## config.mk

```make
export PLATFORM = sky130hd
export DESIGN_NAME = dma_rq_tag_manager
export DESIGN_NICKNAME = d
export VERILOG_FILES = /design/src/rtl/dma_rq_tag_manager.sv
export SDC_FILE = /design/constraint.sdc
export NUM_CORES = 1
export LEC_CHECK = 0
export ABC_CLOCK_PERIOD_IN_PS = 8000
export BUFFER_PORTS_ARGS = -buffer_cell sky130_fd_sc_hd__buf_2
export CORE_UTILIZATION = 57
export CTS_BUF_LIST = sky130_fd_sc_hd__clkbuf_8
export CTS_CLUSTER_DIAMETER = 120
export DETAILED_ROUTE_END_ITERATION = 6
export PLACE_DENSITY = 0.82
export SETUP_SLACK_MARGIN = 0.3
export SLEW_MARGIN = 30
export SYNTH_ARGS = -nofsm -noshare
export SYNTH_HDL_FRONTEND = slang
export SYNTH_SLANG_ARGS = --single-unit
```

## constraint.sdc

```tcl
create_clock -name CLK -period 8 [get_ports CLK]
set_input_delay 0.8 -clock CLK [delete_from_list [all_inputs] [get_ports CLK]]
set_output_delay 0.8 -clock CLK [all_outputs]
set_load 0.1 [all_outputs]
```

## src/rtl/dma_rq_tag_manager.sv

```systemverilog
// Read-request generator and tag tracker for the DMA host-to-card path.
// Splits one command into MRRS-bounded, boundary-aligned reads and tracks tag occupancy until completion.
module dma_rq_tag_manager #(
    parameter int C_WINDOW_SIZE           = 16,
    parameter int C_LOG2_MAX_READ_REQUEST = 9
) (
    input  logic                          CLK,
    input  logic                          RST_N,
    input  logic                          CMD_VALID,
    output logic                          CMD_READY,
    input  logic [63:0]                   CMD_ADDR,
    input  logic [31:0]                   CMD_LEN,
    output logic                          REQ_VALID,
    input  logic                          REQ_READY,
    output logic [63:0]                   REQ_ADDR,
    output logic [10:0]                   REQ_DWORDS,
    output logic [7:0]                    REQ_TAG,
    output logic [C_WINDOW_SIZE-1:0]      BUSY_TAGS,
    output logic [C_WINDOW_SIZE*11-1:0]   SIZE_TAGS,
    input  logic [C_WINDOW_SIZE-1:0]      COMPLETED_TAGS,
    output logic [63:0]                   CURRENT_WINDOW_SIZE,
    output logic [63:0]                   WORD_COUNT,
    output logic                          BUSY,
    output logic                          DONE
);
    localparam int          W    = C_WINDOW_SIZE;
    localparam int          N    = C_LOG2_MAX_READ_REQUEST;
    localparam logic [31:0] MRRS = 32'(1) << N;

    typedef enum logic [1:0] {IDLE, ISSUE, DRAIN} state_t;
    state_t state, next_state;

    logic [63:0]  addr_r;
    logic [31:0]  remain_r;
    logic [63:0]  cmd_addr_al;
    logic [31:0]  cmd_len_al;
    logic [63:0]  src_addr;
    logic [31:0]  src_remain;
    logic [31:0]  space;
    logic [31:0]  chunk;
    logic         accept;
    logic         hs;
    logic         load;
    logic         drain_done;
    logic [W-1:0] set_mask;
    logic [W-1:0] eff_busy;
    logic [W-1:0] busy_next;
    logic [7:0]   free_idx;
    logic         free_found;
    logic [63:0]  busy_count;

    assign cmd_addr_al = CMD_ADDR & ~64'h3;
    assign cmd_len_al  = CMD_LEN & ~32'h3;
    assign accept      = CMD_VALID && CMD_READY;
    assign hs          = REQ_VALID && REQ_READY;

    // The first chunk is cut straight from the command so REQ_VALID rises the cycle after accept.
    assign src_addr   = (state == IDLE) ? cmd_addr_al : addr_r;
    assign src_remain = (state == IDLE) ? cmd_len_al : remain_r;
    assign space      = MRRS - 32'(src_addr[N-1:0]);
    assign chunk      = (src_remain < space) ? src_remain : space;

    always_comb begin
        set_mask   = '0;
        free_found = 1'b0;
        free_idx   = '0;
        busy_count = '0;
        for (int j = 0; j < W; j++) begin
            if (hs && REQ_TAG == 8'(j)) set_mask[j] = 1'b1;
        end
        // The tag handshaking this cycle is not yet in BUSY_TAGS but must not be handed out again.
        eff_busy = BUSY_TAGS | set_mask;
        for (int j = W - 1; j >= 0; j--) begin
            if (!eff_busy[j]) begin
                free_found = 1'b1;
                free_idx   = 8'(j);
            end
        end
        busy_next = (BUSY_TAGS & ~COMPLETED_TAGS) | set_mask;
        for (int j = 0; j < W; j++) begin
            busy_count = busy_count + 64'(busy_next[j]);
        end
    end

    assign load = free_found &&
                  ((accept && cmd_len_al != 32'd0) ||
                   (state == ISSUE && remain_r != 32'd0 && (!REQ_VALID || hs)));
    assign drain_done = (state == DRAIN) && (BUSY_TAGS == '0) && !REQ_VALID;

    always_ff @(posedge CLK or negedge RST_N) begin
        if (!RST_N) state <= IDLE;
        else        state <= next_state;
    end

    always_comb begin
        next_state = state;
        case (state)
            IDLE:    if (accept && cmd_len_al != 32'd0) next_state = ISSUE;
            ISSUE:   if (remain_r == 32'd0 && hs)       next_state = DRAIN;
            DRAIN:   if (drain_done)                    next_state = IDLE;
            default: next_state = IDLE;
        endcase
    end

    always_ff @(posedge CLK or negedge RST_N) begin
        if (!RST_N) begin
            CMD_READY           <= 1'b1;
            REQ_VALID           <= 1'b0;
            REQ_ADDR            <= '0;
            REQ_DWORDS          <= '0;
            REQ_TAG             <= '0;
            BUSY_TAGS           <= '0;
            SIZE_TAGS           <= '0;
            CURRENT_WINDOW_SIZE <= '0;
            WORD_COUNT          <= '0;
            BUSY                <= 1'b0;
            DONE                <= 1'b0;
            addr_r              <= '0;
            remain_r            <= '0;
        end else begin
            CMD_READY           <= (next_state == IDLE);
            DONE                <= 1'b0;
            BUSY_TAGS           <= busy_next;
            CURRENT_WINDOW_SIZE <= busy_count;
            if (load) begin
                REQ_VALID  <= 1'b1;
                REQ_ADDR   <= src_addr;
                REQ_DWORDS <= 11'(chunk >> 2);
                REQ_TAG    <= free_idx;
                addr_r     <= src_addr + 64'(chunk);
                remain_r   <= src_remain - chunk;
            end else if (hs) begin
                REQ_VALID <= 1'b0;
            end
            if (hs) WORD_COUNT <= WORD_COUNT + 64'(REQ_DWORDS);
            for (int j = 0; j < W; j++) begin
                if (set_mask[j]) SIZE_TAGS[11*j +: 11] <= REQ_DWORDS;
            end
            if (accept) begin
                WORD_COUNT <= '0;
                if (cmd_len_al == 32'd0) DONE <= 1'b1;
                else                     BUSY <= 1'b1;
            end
            if (drain_done) begin
                DONE <= 1'b1;
                BUSY <= 1'b0;
            end
        end
    end
endmodule

```

; ---- After elaboration in Yosys (flattened, before gate mapping)
; Cells that the tools add are included.
[totals]
word_cells = 176
reg_bits = 457
[classes]
n_reduce_logical = 40
n_eq_ne = 18
order_cmp = 1
muxes = 65
bitwise = 4
addsub = 19
[op_table]
columns = operator, n
row1 = $mux W64, 3
row2 = $mux W8, 15
row3 = $add A64 B11 Y64, 1
row4 = $add A64 B32 Y64, 1
row5 = $eq A8 B4 Y1 const B, 8
row6 = $logic_not A32 Y1, 2
row7 = $mux W32, 2
row8 = $reduce_bool A32 Y1, 2
row9 = $mux W1, 40
row10 = $eq A8 B3 Y1 const B, 4
row11 = $lt A32 B32 Y1, 1
row12 = $or A16 B16 Y16, 2
row13 = $sub A32 B32 Y32, 1
row14 = $logic_and A1 B1 Y1, 25
row15 = $add A15 B1 Y16, 1
row16 = $and A16 B16 Y16, 1
row17 = $eq A8 B2 Y1 const B, 2
row18 = $logic_not A16 Y1, 1
row19 = $not A16 Y16, 1
row20 = $add A14 B1 Y15, 1
row21 = $add A13 B1 Y14, 1
row22 = $add A12 B1 Y13, 1
row23 = $add A11 B1 Y12, 1
row24 = $add A10 B1 Y11, 1
row25 = other kinds (23), 29

; ---- Logic depth before layout (Yosys ltp)
[depth]
word_depth = 22
depth_mapped = 32
ltp_nobuf = 26

; ---- Least setup slack after synthesis
; Ideal clock, no wire load.
[synth_timing]
path_type = flip-flop to flip-flop
start = register state[0]
end = register remain_r[20]
path_buffers = 8
t_arrival_ns = 6.733
setup_ns = 0.137
required_time_ns = 7.863
setup_slack_ns = 1.130
path_stages_with_launch = 31
cell_sequence = dfrtp_1 or2_1 clkbuf_1 buf_2 buf_1 clkbuf_1 buf_1 buf_1 nand2_1 ha_1 xnor2_1 ha_1 o21ai_0 a21oi_1 o211ai_1 nand2_1 a211oi_2 buf_2 nand3_1 o21ai_0 ha_1 inv_1 fa_1 a21o_1 a21o_1 a2111oi_0 o31ai_1 clkbuf_1 or3_1 a2111oi_0 nor3_1
[synth_via]
elab_chain_len = 6
elab_cells_between_ends = 12
cone_classes = add/sub: 2 / order compare: 1 / eq/ne: 1 / mux: 3 / reduce/logical: 5
[synth_lines]
columns = element, line
row1 = "start, declared", 31  ; state_t state, next_state;
row2 = "start signal, assigned", 92  ; else state <= next_state;
row3 = $logic_not A2 Y1, "58, 59"
row4 = $mux W64, 58  ; assign src_addr = (state == IDLE) ? cmd_addr_al : addr_r;
row5 = $sub A10 B9 Y11, 60  ; assign space = MRRS - 32'(src_addr[N-1:0]);
row6 = $lt A32 B32 Y1, 61  ; assign chunk = (src_remain < space) ? src_remain : space;
row7 = $mux W32, 61
row8 = $sub A32 B32 Y32, 131  ; remain_r <= src_remain - chunk;
row9 = "end signal, assigned", 131
row10 = "end, declared", 34  ; logic [31:0] remain_r;
; Parallel ways exist; a longest one is shown, timed or not.
; A chain may end at the register's enable or synchronous reset.

; ---- Final worst setup path
[layout_timing]
start = register state[1]
end = register remain_r[25]
[layout_via]
elab_chain_len = 6
elab_cells_between_ends = 12
cone_classes = add/sub: 2 / order compare: 1 / eq/ne: 1 / mux: 3 / reduce/logical: 5
[layout_lines]
columns = element, line
row1 = $logic_not A2 Y1 (*), 58
row2 = $mux W64 (*), 58
row3 = via src_addr[3], 37  ; logic [63:0] src_addr;
row4 = $sub A10 B9 Y11 (*), 60
row5 = $lt A32 B32 Y1, 61
row6 = $mux W32 (*), 61
row7 = $sub A32 B32 Y32 (*), 131
; The timed path passes the listed nets; every way through them passes the cells marked *.

==> results.cfg <==
[floorplanning]
die_height_um = 212
ioPinCount = 523
initial_utilization_pct = 58.0
chipWidth_um = 212
coreArea_um2 = 43200
die-area_um2 = 44800
core.rowCount = 76

[pwr]
power.combinational.fraction_pct = 56.9
power_per_cell_area_nw_per_um2 = 440
clkPwrFrac_pct = 16.5
cell_internal_pwr_mw = 5.73
irDropWorstVdd_mv = 0.436
p_seq_share_pct = 26.6
switchingPower_mw = 7.16
swShare_pct = 55.6
total_power_mw = 12.9
power.static_leakage_nw = 14.7

[placement]
port_buffers = 455
gpl.final_weighted_congestion = 0.935
placement.cell_area_um2 = 27700
place_ws_ps = 860
dp.final_hpwl_um = 53100

[critical_path]
timing.critical_path.required_ps = 8600
critPathCaptureType = register
rrSetupSlack_ps = 810
path_max_fanout = 10
worst-endpoint-arrival_ps = 7800
path_class = register to register
cp-start-kind = register

[sta]
layout_min_cycle_time_ps = 7190
min_period_over_period_pct = 89.9
fin_hold_ws_ps = 157
max_clock_freq_mhz = 139
grt_setup_unrepaired = no
skew_ps = 29.9
finalMaxSlewViolations = 0
final.setup.tns_ps = 0
setup-violations-final = 0
timing.final.ws_setup_ps = 805
finalHoldViolCount = 0
slew_headroom_pct = 37.7
worst-slew-pin-transition_ps = 930

[clock_network]
clkTransAtPathRegs_ps = 60
clock-sinks = 442
clock_tree.htree_level_count = 3
cts_setup_buffers = 0
clk-insertion-delay-late_ps = 690
clock_tree_from_tritoncts = yes
numCtsBuffers = 77
max-clock-path-buffers = 3
clockRootBuffer = clkbuf_8

[grt]
grt_pass1_wl_um = 120000
grt_pass1_vias = 22700
grt_max_degree = 190
global_route.usage.total_pct = 34.0
globalRouteOverflowTotal = 0
number_of_antenna_violations_at_the_first_check_in_global_routing = 17

[layout]
post_route_cells_drive_above_1_share_pct = 24.8
fin_area_um2 = 29300
area.growth.synth_to_final_pct = 17.0
nNetsFinal = 3355

[routing]
routed-via-count = 22800
drt_pre_antenna_iters = 7
postRouteAntennaNets = 0
drc = 1
post_drt_via_cell_ratio = 5.99
drt_wl_total_um = 76800
avgRoutedWirePerCell_um = 20.2
drt_iter0_drcs = 2258

[synth]
synthFlopType = dfrtp_1
leading_cell_types_by_total_area_after_synthesis = dfrtp_1, mux2_2, nand2_1, ha_1, a21oi_1
avgSynthCellArea_um2 = 9.27
synthDominantAreaCellType = dfrtp_1
synthesis.yosys.warnings = 0
synth_seq_area_share_pct = 44.2
synth-edff-count = 0
yosys.cell_types.count = 90
proportion_of_synthesized_flip_flops_having_asynchronous_set_or_reset_pct = 100
netlist_area_um2 = 25100
synth_largest_type_area_fraction_pct = 44.1
synthesis.instances = 2703
synth_seq_cells = 442

[run]
drv.max_cap_violation_count = 0

[min_path]
hold_path_class = input port to async pin

[run_status]
outcome = finished, violations left
violated_checks = design-rule violations
## sequential cells by signal, summed over array words and instances (netlist names), 2 cells and up
| register | cells |
|---|---|
| BUSY_TAGS | 16 |
| CURRENT_WINDOW_SIZE | 5 |
| REQ_ADDR | 64 |
| REQ_DWORDS | 11 |
| REQ_TAG | 4 |
| SIZE_TAGS | 176 |
| WORD_COUNT | 64 |
| addr_r | 64 |
| remain_r | 32 |
| state | 2 |
## worst max-delay path: stages, from the launching register on
cell	delay, ps
dfrtp_1	510
nor2_4	370
mux2i_1	440
inv_1	170
nor3_1	240
xor2_1	260
ha_1	290
a2111oi_0	460
nand2_1	170
a211oi_2	440
buf_4	280
nor2_1	70
a21oi_1	390
ha_1	320
nor2b_1	140
o21a_1	180
o21a_1	220
o21ai_0	420
o211ai_1	440
nor3_1	680
a21oi_1	150
a211oi_1	290
o22a_1	170
## per-stage QoR
step                cells  util [%]
floorplan            2787         -
global placement     3663      64.0
detailed placement   3664      64.1
CTS                  3799      67.8
global route         3809      67.9
finish               3811      67.9
## final cells by class
type,instances,area [um2]
Clock inverter,35,198
Tap cell,585,732
Antenna cell,12,30.0
Inverter,101,379
Multi-Input combinational cell,2041,12900
Timing Repair Buffer,495,2650
Sequential cell,442,11100
Fill cell,3330,13900
Clock buffer,100,1380
## logic make-up after synthesis
family          synth area share (%)
buf+inv                         5.85
mux                             9.39
compound gates                  14.5
other cells                   0.0150
flops                           44.2
fa+ha+maj                       4.44
xor+xnor                        3.22
simple gates                    18.5
## final timing paths
kind	startpoint	end	cells after the start
setup reg to reg	state[1]	remain_r[25]	22
max in group asynchronous	RST_N	addr_r[42]	2
hold / removal	RST_N	addr_r[16]	1
setup / recovery	state[1]	remain_r[25]	22
hold reg to reg	REQ_ADDR[39]	REQ_ADDR[39]	2
min in group CLK	COMPLETED_TAGS[12]	BUSY_TAGS[12]	2
## timing repair
action | 4_1_cts | 5_1_grt
endpoints found under the setup margin | 0 | 3
gates resized for setup | 0 | 1
hold endpoints to repair | 0 | 0
hold buffers | 0 | 0
## placed cells by master, fill, tap and decap left out, drive strengths merged, types with 31 or more instances in the layout
cell	synthesis	routed
a21o	33	33
a21oi	150	150
a31oi	63	63
and3	34	34
buf	117	495
clkbuf	86	100
conb	1	85
dfrtp	441	441
ha	68	68
inv	101	130
mux2	159	159
mux2i	56	56
nand2	419	419
nand3	71	71
nor2	196	196
nor3	61	61
nor4	39	39
o211ai	31	31
o21ai	146	146
xnor2	53	53
xor2	39	39
## power by group through the flow
stage	Sequential [mW]	Combinational (mW)	Clock, mW
3_5_place_dp	3.43	7.22	0
5_1_grt	3.50	7.77	2.24
3_3_place_gp	3.38	7.07	0
6_report	3.43	7.34	2.13
4_1_cts	3.41	7.26	2.15
2_1_floorplan	6.42	2.76	0
## cells in the mapped netlist (7+ instances only)
cell,number
o21a_1,13
inv_1,101
a21o_1,33
or3_1,29
nand4_1,30
o21ai_0,143
a31oi_1,63
nor3_1,60
mux2_2,151
o211ai_1,31
o22ai_1,12
ha_1,68
and4_1,7
nand3b_1,7
nand2_1,417
xor2_1,39
and3_1,34
nor2_1,195
mux2i_1,56
a21oi_1,150
fa_1,13
and2_1,21
or2_2,10
buf_4,66
buf_2,31
nand2b_1,18
nand3_1,71
a211oi_1,16
nor4_1,37
mux2_1,8
o22a_1,9
xnor2_1,53
nor2b_1,17
buf_1,15
dfrtp_1,441
clkbuf_1,86
o31ai_1,26
## routing by layer
layer,routed length [um],global-route usage (%)
met1,30300,43.0
met2,36400,54.0
met3,6720,9.54
met4,3360,16.2
met5,74,0
Note: power is estimated with default switching activity, not from simulation.
